[src/rtl/cds_sampler_if.sv]
// rtl/cds_sampler_if.sv - result stream bundle between the CDS sampler and the readout path
//
// Signals:
//   result_diff   signed window-2 sum minus window-1 sum, DATA_W+CNT_W+1 bits
//   result_cnt1   samples accumulated in window 1
//   result_cnt2   samples accumulated in window 2
//   result_valid  result held and valid
//   result_ready  consumer accepts the result
// Modports:
//   master  sampler side (drives the result, reads ready)
//   slave   readout side (reads the result, drives ready)

interface cds_sampler_if #(
    parameter int DATA_W = 16,
    parameter int CNT_W  = 16
);
    logic [DATA_W+CNT_W:0] result_diff;
    logic [CNT_W-1:0]      result_cnt1;
    logic [CNT_W-1:0]      result_cnt2;
    logic                  result_valid;
    logic                  result_ready;

    modport master (
        output result_diff,
        output result_cnt1,
        output result_cnt2,
        output result_valid,
        input  result_ready
    );

    modport slave (
        input  result_diff,
        input  result_cnt1,
        input  result_cnt2,
        input  result_valid,
        output result_ready
    );
endinterface

[src/rtl/cds_sampler.sv]
// rtl/cds_sampler.sv - correlated double sampler: accumulates ADC samples per strobe window, emits sum2 - sum1
//
// Ports:
//   clk          ADC clock, all logic on the rising edge
//   reset        synchronous, active-high
//   cds_clk1     window-1 strobe (level)
//   cds_clk2     window-2 strobe (level)
//   cds_done     one-cycle pulse closing window 2
//   adc_data     ADC sample, unsigned DATA_W bits
//   adc_valid    adc_data valid this cycle
//   err_clear    one-cycle pulse clearing the sticky error flags
//   res          result stream (master side of cds_sampler_if)
//   err_seq      sticky: strobe/done protocol order violated
//   err_overrun  sticky: a result was dropped while the previous one was pending
//   err_sat      sticky: a window sample count saturated

module cds_sampler #(
    parameter int DATA_W = 16,
    parameter int CNT_W  = 16
) (
    input  logic              clk,
    input  logic              reset,
    input  logic              cds_clk1,
    input  logic              cds_clk2,
    input  logic              cds_done,
    input  logic [DATA_W-1:0] adc_data,
    input  logic              adc_valid,
    input  logic              err_clear,
    cds_sampler_if.master     res,
    output logic              err_seq,
    output logic              err_overrun,
    output logic              err_sat
);

    localparam int SUM_W = DATA_W + CNT_W;
    localparam int RES_W = SUM_W + 1;

    localparam logic [2:0] S_IDLE      = 3'd0;
    localparam logic [2:0] S_ACC1      = 3'd1;
    localparam logic [2:0] S_GAP       = 3'd2;
    localparam logic [2:0] S_ACC2      = 3'd3;
    localparam logic [2:0] S_WAIT_DONE = 3'd4;
    localparam logic [2:0] S_EMIT      = 3'd5;

    logic [2:0]       state;
    logic [2:0]       state_next;
    logic [SUM_W-1:0] sum1;
    logic [SUM_W-1:0] sum2;
    logic [CNT_W-1:0] cnt1;
    logic [CNT_W-1:0] cnt2;

    logic             seq_err;
    logic             take1;
    logic             take2;
    logic             full1;
    logic             full2;
    logic             sat_hit;
    logic             load;
    logic             overrun;
    logic [SUM_W-1:0] base_sum1;
    logic [CNT_W-1:0] base_cnt1;
    logic [SUM_W-1:0] sample_ext;
    logic [RES_W-1:0] diff;

    // Protocol-order checks. A strobe or done arriving in a state that does
    // not expect it aborts the cycle; the IDLE pass clears the partial sums.
    always_comb begin
        seq_err = 1'b0;
        case (state)
            S_IDLE:      seq_err = cds_clk2 | cds_done;
            S_ACC1:      seq_err = cds_clk2 | cds_done;
            S_GAP:       seq_err = cds_clk1 | cds_done;
            S_ACC2:      seq_err = cds_clk1;
            S_WAIT_DONE: seq_err = cds_clk1;
            S_EMIT:      seq_err = cds_done;
            default:     seq_err = 1'b0;
        endcase
    end

    always_comb begin
        state_next = state;
        case (state)
            S_IDLE:      if (cds_clk1) state_next = S_ACC1;
            S_ACC1:      if (!cds_clk1) state_next = S_GAP;
            S_GAP:       if (cds_clk2) state_next = S_ACC2;
            // done together with the falling window-2 strobe skips WAIT_DONE
            S_ACC2: begin
                if (cds_done) begin
                    state_next = S_EMIT;
                end else if (!cds_clk2) begin
                    state_next = S_WAIT_DONE;
                end
            end
            S_WAIT_DONE: if (cds_done) state_next = S_EMIT;
            S_EMIT:      state_next = S_IDLE;
            default:     state_next = S_IDLE;
        endcase
        if (seq_err) begin
            state_next = S_IDLE;
        end
    end

    // Window 1 starts accumulating in the IDLE cycle that first sees the
    // strobe, so its running totals must start from zero there rather than
    // from whatever the previous cycle left behind.
    always_comb begin
        base_sum1 = sum1;
        base_cnt1 = cnt1;
        if (state == S_IDLE) begin
            base_sum1 = '0;
            base_cnt1 = '0;
        end
    end

    assign sample_ext = {{CNT_W{1'b0}}, adc_data};

    // Window 2 likewise samples in the GAP cycle that first sees cds_clk2.
    assign take1 = !seq_err && cds_clk1 && adc_valid &&
                   ((state == S_IDLE) || (state == S_ACC1));
    assign take2 = !seq_err && cds_clk2 && adc_valid &&
                   ((state == S_GAP) || (state == S_ACC2));

    // A full count freezes both count and sum, so the sum can never exceed
    // (2^DATA_W - 1) * (2^CNT_W - 1) and the SUM_W accumulator cannot wrap.
    assign full1   = &base_cnt1;
    assign full2   = &cnt2;
    assign sat_hit = (take1 && full1) || (take2 && full2);

    // One extra bit of headroom makes the difference exact in two's complement.
    assign diff = {1'b0, sum2} - {1'b0, sum1};

    // A pending result may be replaced only when it is being consumed in the
    // same cycle; otherwise the new one is dropped and flagged.
    assign load    = (state == S_EMIT) && !seq_err &&
                     (!res.result_valid || res.result_ready);
    assign overrun = (state == S_EMIT) && !seq_err &&
                     res.result_valid && !res.result_ready;

    always_ff @(posedge clk) begin
        if (reset) begin
            state            <= S_IDLE;
            sum1             <= '0;
            sum2             <= '0;
            cnt1             <= '0;
            cnt2             <= '0;
            res.result_diff  <= '0;
            res.result_cnt1  <= '0;
            res.result_cnt2  <= '0;
            res.result_valid <= 1'b0;
            err_seq          <= 1'b0;
            err_overrun      <= 1'b0;
            err_sat          <= 1'b0;
        end else begin
            state <= state_next;

            if (state == S_IDLE) begin
                sum1 <= '0;
                cnt1 <= '0;
                sum2 <= '0;
                cnt2 <= '0;
            end
            if (take1 && !full1) begin
                sum1 <= base_sum1 + sample_ext;
                cnt1 <= base_cnt1 + CNT_W'(1);
            end
            if (take2 && !full2) begin
                sum2 <= sum2 + sample_ext;
                cnt2 <= cnt2 + CNT_W'(1);
            end

            if (load) begin
                res.result_diff  <= diff;
                res.result_cnt1  <= cnt1;
                res.result_cnt2  <= cnt2;
                res.result_valid <= 1'b1;
            end else if (res.result_ready) begin
                res.result_valid <= 1'b0;
            end

            // A new event in the clearing cycle keeps its flag set.
            err_seq     <= seq_err | (err_seq     & ~err_clear);
            err_overrun <= overrun | (err_overrun & ~err_clear);
            err_sat     <= sat_hit | (err_sat     & ~err_clear);
        end
    end

endmodule

[src/flat_wrapper.sv]
// flat-port wrapper written by rule: the top's interface ports become plain ports
module cds_sampler_flat 
#(
    parameter int DATA_W = 16,
    parameter int CNT_W  = 16
)
  (clk, reset, cds_clk1, cds_clk2, cds_done, adc_data, adc_valid, err_clear, err_seq, err_overrun, err_sat, res_result_diff, res_result_cnt1, res_result_cnt2, res_result_valid, res_result_ready);
  cds_sampler_if #(.DATA_W(DATA_W), .CNT_W(CNT_W)) res_i ();
  input  logic clk;
  input  logic reset;
  input  logic cds_clk1;
  input  logic cds_clk2;
  input  logic cds_done;
  input  logic [DATA_W-1:0] adc_data;
  input  logic adc_valid;
  input  logic err_clear;
  output logic err_seq;
  output logic err_overrun;
  output logic err_sat;
  output wire logic [$bits(res_i.result_diff)-1:0] res_result_diff;
  output wire logic [$bits(res_i.result_cnt1)-1:0] res_result_cnt1;
  output wire logic [$bits(res_i.result_cnt2)-1:0] res_result_cnt2;
  output wire logic [$bits(res_i.result_valid)-1:0] res_result_valid;
  input wire logic [$bits(res_i.result_ready)-1:0] res_result_ready;
  assign res_result_diff = res_i.result_diff;
  assign res_result_cnt1 = res_i.result_cnt1;
  assign res_result_cnt2 = res_i.result_cnt2;
  assign res_result_valid = res_i.result_valid;
  assign res_i.result_ready = res_result_ready;
  cds_sampler #(.DATA_W(DATA_W), .CNT_W(CNT_W)) u_core (.clk(clk), .reset(reset), .cds_clk1(cds_clk1), .cds_clk2(cds_clk2), .cds_done(cds_done), .adc_data(adc_data), .adc_valid(adc_valid), .err_clear(err_clear), .res(res_i), .err_seq(err_seq), .err_overrun(err_overrun), .err_sat(err_sat));
endmodule
[config.mk]
export PLATFORM = sky130hd
export DESIGN_NAME = cds_sampler_flat
export DESIGN_NICKNAME = d
export VERILOG_FILES = /design/src/rtl/cds_sampler_if.sv /design/src/rtl/cds_sampler.sv /design/src/flat_wrapper.sv
export SDC_FILE = /design/constraint.sdc
export NUM_CORES = 1
export LEC_CHECK = 0
export CAP_MARGIN = 30
export CORE_MARGIN = 5
export CORE_UTILIZATION = 65
export CTS_BUF_LIST = sky130_fd_sc_hd__clkbuf_4
export DETAILED_ROUTE_END_ITERATION = 12
export GPL_ROUTABILITY_DRIVEN = 0
export PLACE_DENSITY = 0.87
export SLEW_MARGIN = 20
export SYNTH_ARGS = -nofsm -noshare
export SYNTH_HDL_FRONTEND = slang
export SYNTH_SLANG_ARGS = --single-unit
export TNS_END_PERCENT = 10
[constraint.sdc]
create_clock -name clk -period 6.84 [get_ports clk]
set_input_delay 0.684 -clock clk [delete_from_list [all_inputs] [get_ports clk]]
set_output_delay 0.684 -clock clk [all_outputs]
set_load 0.1 [all_outputs]
=== Yosys cells after proc, flatten, opt, wreduce, memory -nomap -nowiden ===
Cells that the tools add are included.
W data, S select, Z words.

* Flip-flop bits (word level): 168
* Input bits: 24
* Output and inout bits: 69
* Word-level logic and storage cells: 86

* $add $sub $neg: 5
* Equal/unequal tests: 10
* Multiplexer cells: 18
* Bitwise logic cells: 9
* Reductions and logical operators: 32

{| class="wikitable"
|+ Operators with widths
! operator !! count
|-
| $mux W32 || 4
|-
| $add A32 B16 Y32 || 2
|-
| $mux W16 || 4
|-
| $sub A32 B32 Y33 || 1
|-
| $add A16 B1 Y16 const B || 2
|-
| $reduce_and A16 Y1 || 2
|-
| $mux W3 || 6
|-
| $pmux W3 S5 || 1
|-
| $logic_and A1 B1 Y1 || 14
|-
| $ne A2 B2 Y1 const B || 4
|-
| $eq A3 B2 Y1 const B || 2
|-
| $eq A3 B3 Y1 const B || 2
|-
| $reduce_or A2 Y1 || 3
|-
| $logic_not A1 Y1 || 5
|-
| $or A1 B1 Y1 || 5
|-
| $reduce_and A5 Y1 || 1
|-
| $logic_or A1 B1 Y1 || 4
|-
| $pmux W1 S4 || 1
|-
| $reduce_bool A2 Y1 || 2
|-
| $and A1 B1 Y1 || 3
|-
| $eq A3 B1 Y1 const B || 1
|-
| $logic_not A3 Y1 || 1
|-
| $ne A3 B3 Y1 const B || 1
|-
| $mux W1 || 2
|-
| $not A1 Y1 || 1
|}

=== Logic depth before layout (Yosys ltp) ===
* Depth in word-level cells: 10
* Gate-level depth with buffers: 14
* Depth with buffers taken out: 12

=== Worst setup path before layout ===
Ideal clock, no wire load.

* Kind: register -> register
* Start: register u_core.state[1]
* End: register u_core.sum1[16]
* Library setup time: 0.116 ns
* Arrival time: 3.209 ns
* Data required time: 6.724 ns
* Path slack: 3.515 ns
* Stages on the path, launching flop included: 15
* Period minus slack after synthesis: 3.325 ns
* Cells stage by stage: dfxtp_1 -> buf_2 -> or3_1 -> clkbuf_1 -> and2_1 -> ha_1 -> fa_1 -> a21o_1 -> a21oi_1 -> o21ai_0 -> a211oi_1 -> o31ai_1 -> nand4_1 -> a221oi_1 -> a31o_2

* Cells in the longest elaborated chain, start to end: 9
* Elaborated cells on any way between the ends: 21
* Those cells by class: add/sub (1); eq/ne (5); mux (4); reduce/logical (11)

{| class="wikitable"
|+ RTL lines
! item !! RTL line !! text
|-
| from (decl) || cds_sampler.sv:45 || <nowiki>logic [2:0] state;</nowiki>
|-
| from (signal assigned) || cds_sampler.sv:154 || <nowiki>state <= state_next;</nowiki>
|-
| branches (longest 8 deep; another with $add A32 B16 Y32) || n/a ||
|-
| $mux W32 (*) || cds_sampler.sv:162 || <nowiki>if (take1 && !full1) begin</nowiki>
|-
| to (signal assigned) || cds_sampler.sv:163 || <nowiki>sum1 <= base_sum1 + sample_ext;</nowiki>
|-
| to (decl) || cds_sampler.sv:47 || <nowiki>logic [SUM_W-1:0] sum1;</nowiki>
|}

Mark *: on every way between the ends.
A chain may end at the register's enable or synchronous reset.

=== Worst setup path in the final report ===
* Start: register u_core.state[0]
* End: register u_core.sum1[18]

The elaborated chain is that of the path after synthesis.

==> results.sh <==
export IMPL_cts_setup_buffers=0
export IMPL_cts_buffer_depth=2
export IMPL_syn2layout_area_growth_pct=12.80
export IMPL_setup_viol=0
export IMPL_tns_ps=0
export IMPL_die_h_um=135.3
export IMPL_worst_clock_skew_ps=24.46
export IMPL_hold_class="reg2reg"
export IMPL_period_share=0.5959
export IMPL_power_density_mw_per_mm2=145.2
export IMPL_finalHoldViolCount=0
export IMPL_path_common_cell="a211oi_1"
export IMPL_seqCellArea_mm2=0.003363
export IMPL_worstPathArrival_ps=4600
export IMPL_r2r_slack_ps=2760
export IMPL_reg2reg_from="u_core.state[0]"
export IMPL_first_iter_violations=698
export IMPL_timing_hold_ws_ps=462.6
export IMPL_htreeDepth=4
export IMPL_synth_cell_types=69
export IMPL_grt_pass1_wl_um=43320
export IMPL_grtUsageMet2=0.4723
export IMPL_rsz0062_at_grt="no"
export IMPL_rows=45
export IMPL_crit_path_cell_trace="or3_1, buf_4, and2_1, ha_1, fa_1, a21o_1, a21oi_1, o21ai_0, a211oi_1, o31ai_1, nand4_1, a211oi_1, mux2i_1"
export IMPL_wl_um=26600
export IMPL_ys_seq_area_frac=0.3296
export IMPL_cts_num_sinks=168
export IMPL_use_met1=0.3777
export IMPL_antenna_found_initial=0
export IMPL_yosys_warnings=0
export IMPL_dp_hpwl_um=19360
export IMPL_run_status="finished, final reports clean"
export IMPL_crit_path_start_kind="flop"
export IMPL_ios=93
export IMPL_die_area_mm2=0.01830
export IMPL_final_common_cell="nand2_1"
export IMPL_fp_dieW_um=135.3
export IMPL_slew_violations=0
export IMPL_max_cap_violations=0
export IMPL_syn_inst=1332
export IMPL_critical_path_top_delay_family="compound AO/OA/AOI/OAI gates"
export IMPL_hold_path_cell_count=2
export IMPL_fill_cells=1242
export IMPL_ant_nets=0
export IMPL_synth_seq_cells=168
export IMPL_cp_slowest_stage_delay_ps=660
export IMPL_grt_pass1_vias=9072
export IMPL_grt_util_all_layers=0.2863
export IMPL_numCtsBuffers=17
export IMPL_worst_pin_slew_ps=1020
export IMPL_syn_num_nets=1425
export IMPL_initial_core_util=0.6663
export IMPL_syn_area_per_cell_um2=7.660
export IMPL_cts_resized_gates=0
export IMPL_drive_gt1_frac=0.05125
export IMPL_synth_edf_count=0
export IMPL_layout_common_cells="204 x nand2_1, 168 x dfxtp_1, 156 x a21oi_1"
export IMPL_cts_tree="built"
export IMPL_fin_nets=1485
export IMPL_worst_path_buf_inv=1
export IMPL_wire_per_inst_um=16.45
export IMPL_core_mm2=0.01531
export IMPL_min_period_ps=4076
export IMPL_dpl_cell_area_mm2=0.01123
export IMPL_viasPerCell=6.134
export IMPL_whs_endpoint="u_core.res.result_diff[12]"
export IMPL_vias=9919
export IMPL_ir_drop_mv=0.1540
export IMPL_drc=0
export IMPL_path_clk_slew_ps=140
export IMPL_endpoint_kind="flop"
export IMPL_worstPathRequired_ps=7360
export IMPL_leakage_nw=4.266
export IMPL_grt_max_degree=94
export IMPL_maxSlewHeadroom=0.3176
export IMPL_crit_slowest_cell="dfxtp_1"
export IMPL_min_from="u_core.res.result_diff[12]"
export IMPL_fin_area_mm2=0.01151
export IMPL_cts_root_buf="clkbuf_4"
export IMPL_cp_max_fo=40
export IMPL_grt_ovfl_total=0
export IMPL_synthArstFlopShare=0
export IMPL_fmax_ghz=0.2453
export IMPL_hold_buffers=0
export IMPL_busiest_layer="met2"
export IMPL_synth_flop_cell="dfxtp_1"
export IMPL_grt_util_met3=0.05163
export IMPL_path_class="reg2reg"
export IMPL_synthesis_area_mm2=0.01020
export IMPL_startpoint="u_core.state[0]"
export IMPL_clk_latency_ps=600
export IMPL_portBuffers=92
export IMPL_firstDrtPassIters=5
export IMPL_multi_input_area_mm2=0.006410
export IMPL_reg2regPathDepth=13
export IMPL_r2r_end="u_core.sum1[18]"
-- where the power goes --
group	internal [mW]	switching [mW]	total (mW)
Combinational	0.0529	0.0903	0.143
Sequential	0.981	0.00189	0.983
Clock	0.163	0.382	0.545
-- cell type report --
| class | count | area share |
|---|---|---|
| inverters | 55 | 0.01794 |
| multi-input cells | 1047 | 0.5569 |
| flip-flops and latches | 168 | 0.2922 |
| repair buffers | 103 | 0.08794 |
| clock inverters | 13 | 0.009458 |
| diodes | 1 | 0.0002174 |
| well taps | 211 | 0.02294 |
| clock buffers | 19 | 0.01239 |
-- how the worst max path moves through the flow --
stage,end,slack (ps),cells past startpoint
2_1_floorplan,u_core.sum1[16],3520,14
3_3_place_gp,u_core.sum1[31],2980,13
3_5_place_dp,u_core.sum1[19],2800,14
4_1_cts,u_core.sum1[19],2760,14
5_1_grt,u_core.sum1[18],2440,13
6_report,u_core.sum1[18],2760,13
-- tightest hold or removal path: stages, from the launching register on --
cell and delay, ps:
dfxtp_1 330, nand2_1 50, a21oi_1 50
-- state kept, by name, summed over array words and instances (netlist names) --
| register | count |
|---|---|
| u_core.res.result_valid | 1 |
| u_core.res.result_cnt1 | 16 |
| u_core.err_sat | 1 |
| u_core.sum1 | 32 |
| u_core.state | 3 |
| u_core.cnt1 | 16 |
| u_core.err_overrun | 1 |
| u_core.err_seq | 1 |
| u_core.sum2 | 32 |
| u_core.res.result_diff | 33 |
| u_core.cnt2 | 16 |
| u_core.res.result_cnt2 | 16 |
-- Yosys cell counts (all sizes together) (4+ instances only) --
cell | instances | share of area
a2111oi | 4 | 0.0053
a211o | 5 | 0.0043
a211oi | 18 | 0.013
a21boi | 6 | 0.0044
a21o | 32 | 0.024
a21oi | 156 | 0.077
a31o | 6 | 0.0052
a31oi | 13 | 0.0080
and2 | 12 | 0.0074
and3 | 24 | 0.015
and4 | 6 | 0.0052
buf | 8 | 0.0036
clkbuf | 54 | 0.020
dfxtp | 168 | 0.33
ha | 66 | 0.081
inv | 55 | 0.020
mux2 | 9 | 0.0099
mux2i | 9 | 0.0088
nand2 | 205 | 0.075
nand2b | 7 | 0.0043
nand3 | 76 | 0.038
nand3b | 5 | 0.0037
nand4 | 23 | 0.014
nor2 | 99 | 0.036
nor2b | 13 | 0.0080
nor3 | 22 | 0.011
nor4b | 5 | 0.0043
o211ai | 17 | 0.013
o21a | 9 | 0.0066
o21ai | 56 | 0.027
o21bai | 10 | 0.0074
o31ai | 10 | 0.0074
or2 | 5 | 0.0031
or3 | 22 | 0.013
or4 | 7 | 0.0052
xnor2 | 28 | 0.024
xor2 | 25 | 0.021
-- logic make-up (layout without fill, tap and decap cells) --
| family | count (synthesis) | after routing | share of synthesized area |
|---|---|---|---|
| multiplexers | 18 | 18 | 0.01876 |
| other | 0 | 1 | 0 |
| buffers and inverters | 117 | 190 | 0.04365 |
| XOR/XNOR | 53 | 53 | 0.04549 |
| flip-flops | 168 | 168 | 0.3296 |
| adder cells (fa/ha/maj) | 69 | 69 | 0.08682 |
| AO/OA/AOI/OAI | 368 | 368 | 0.2245 |
| AND/OR/NAND/NOR | 539 | 539 | 0.2511 |
-- metrics by stage --
step / setup WS (ps) / utilization / instances / power [mW]
6_report: 2764 / 0.7516 / 1617 / 1.671
5_1_grt: 2442 / 0.7514 / 1616 / 1.735
4_1_cts: 2759 / 0.7494 / 1613 / 1.679
3_5_place_dp: 2796 / 0.7330 / 1581 / 1.143
3_3_place_gp: 2982 / 0.7323 / 1580 / 1.141
2_1_floorplan: 3515 / - / 1332 / 1.098
-- metal layers --
metal,routed length [um],part of all wire
met5,0,0
met1,11690,0.44
met4,656,0.025
met3,1489,0.056
met2,12760,0.48
(Power assumes the default switching activity.)
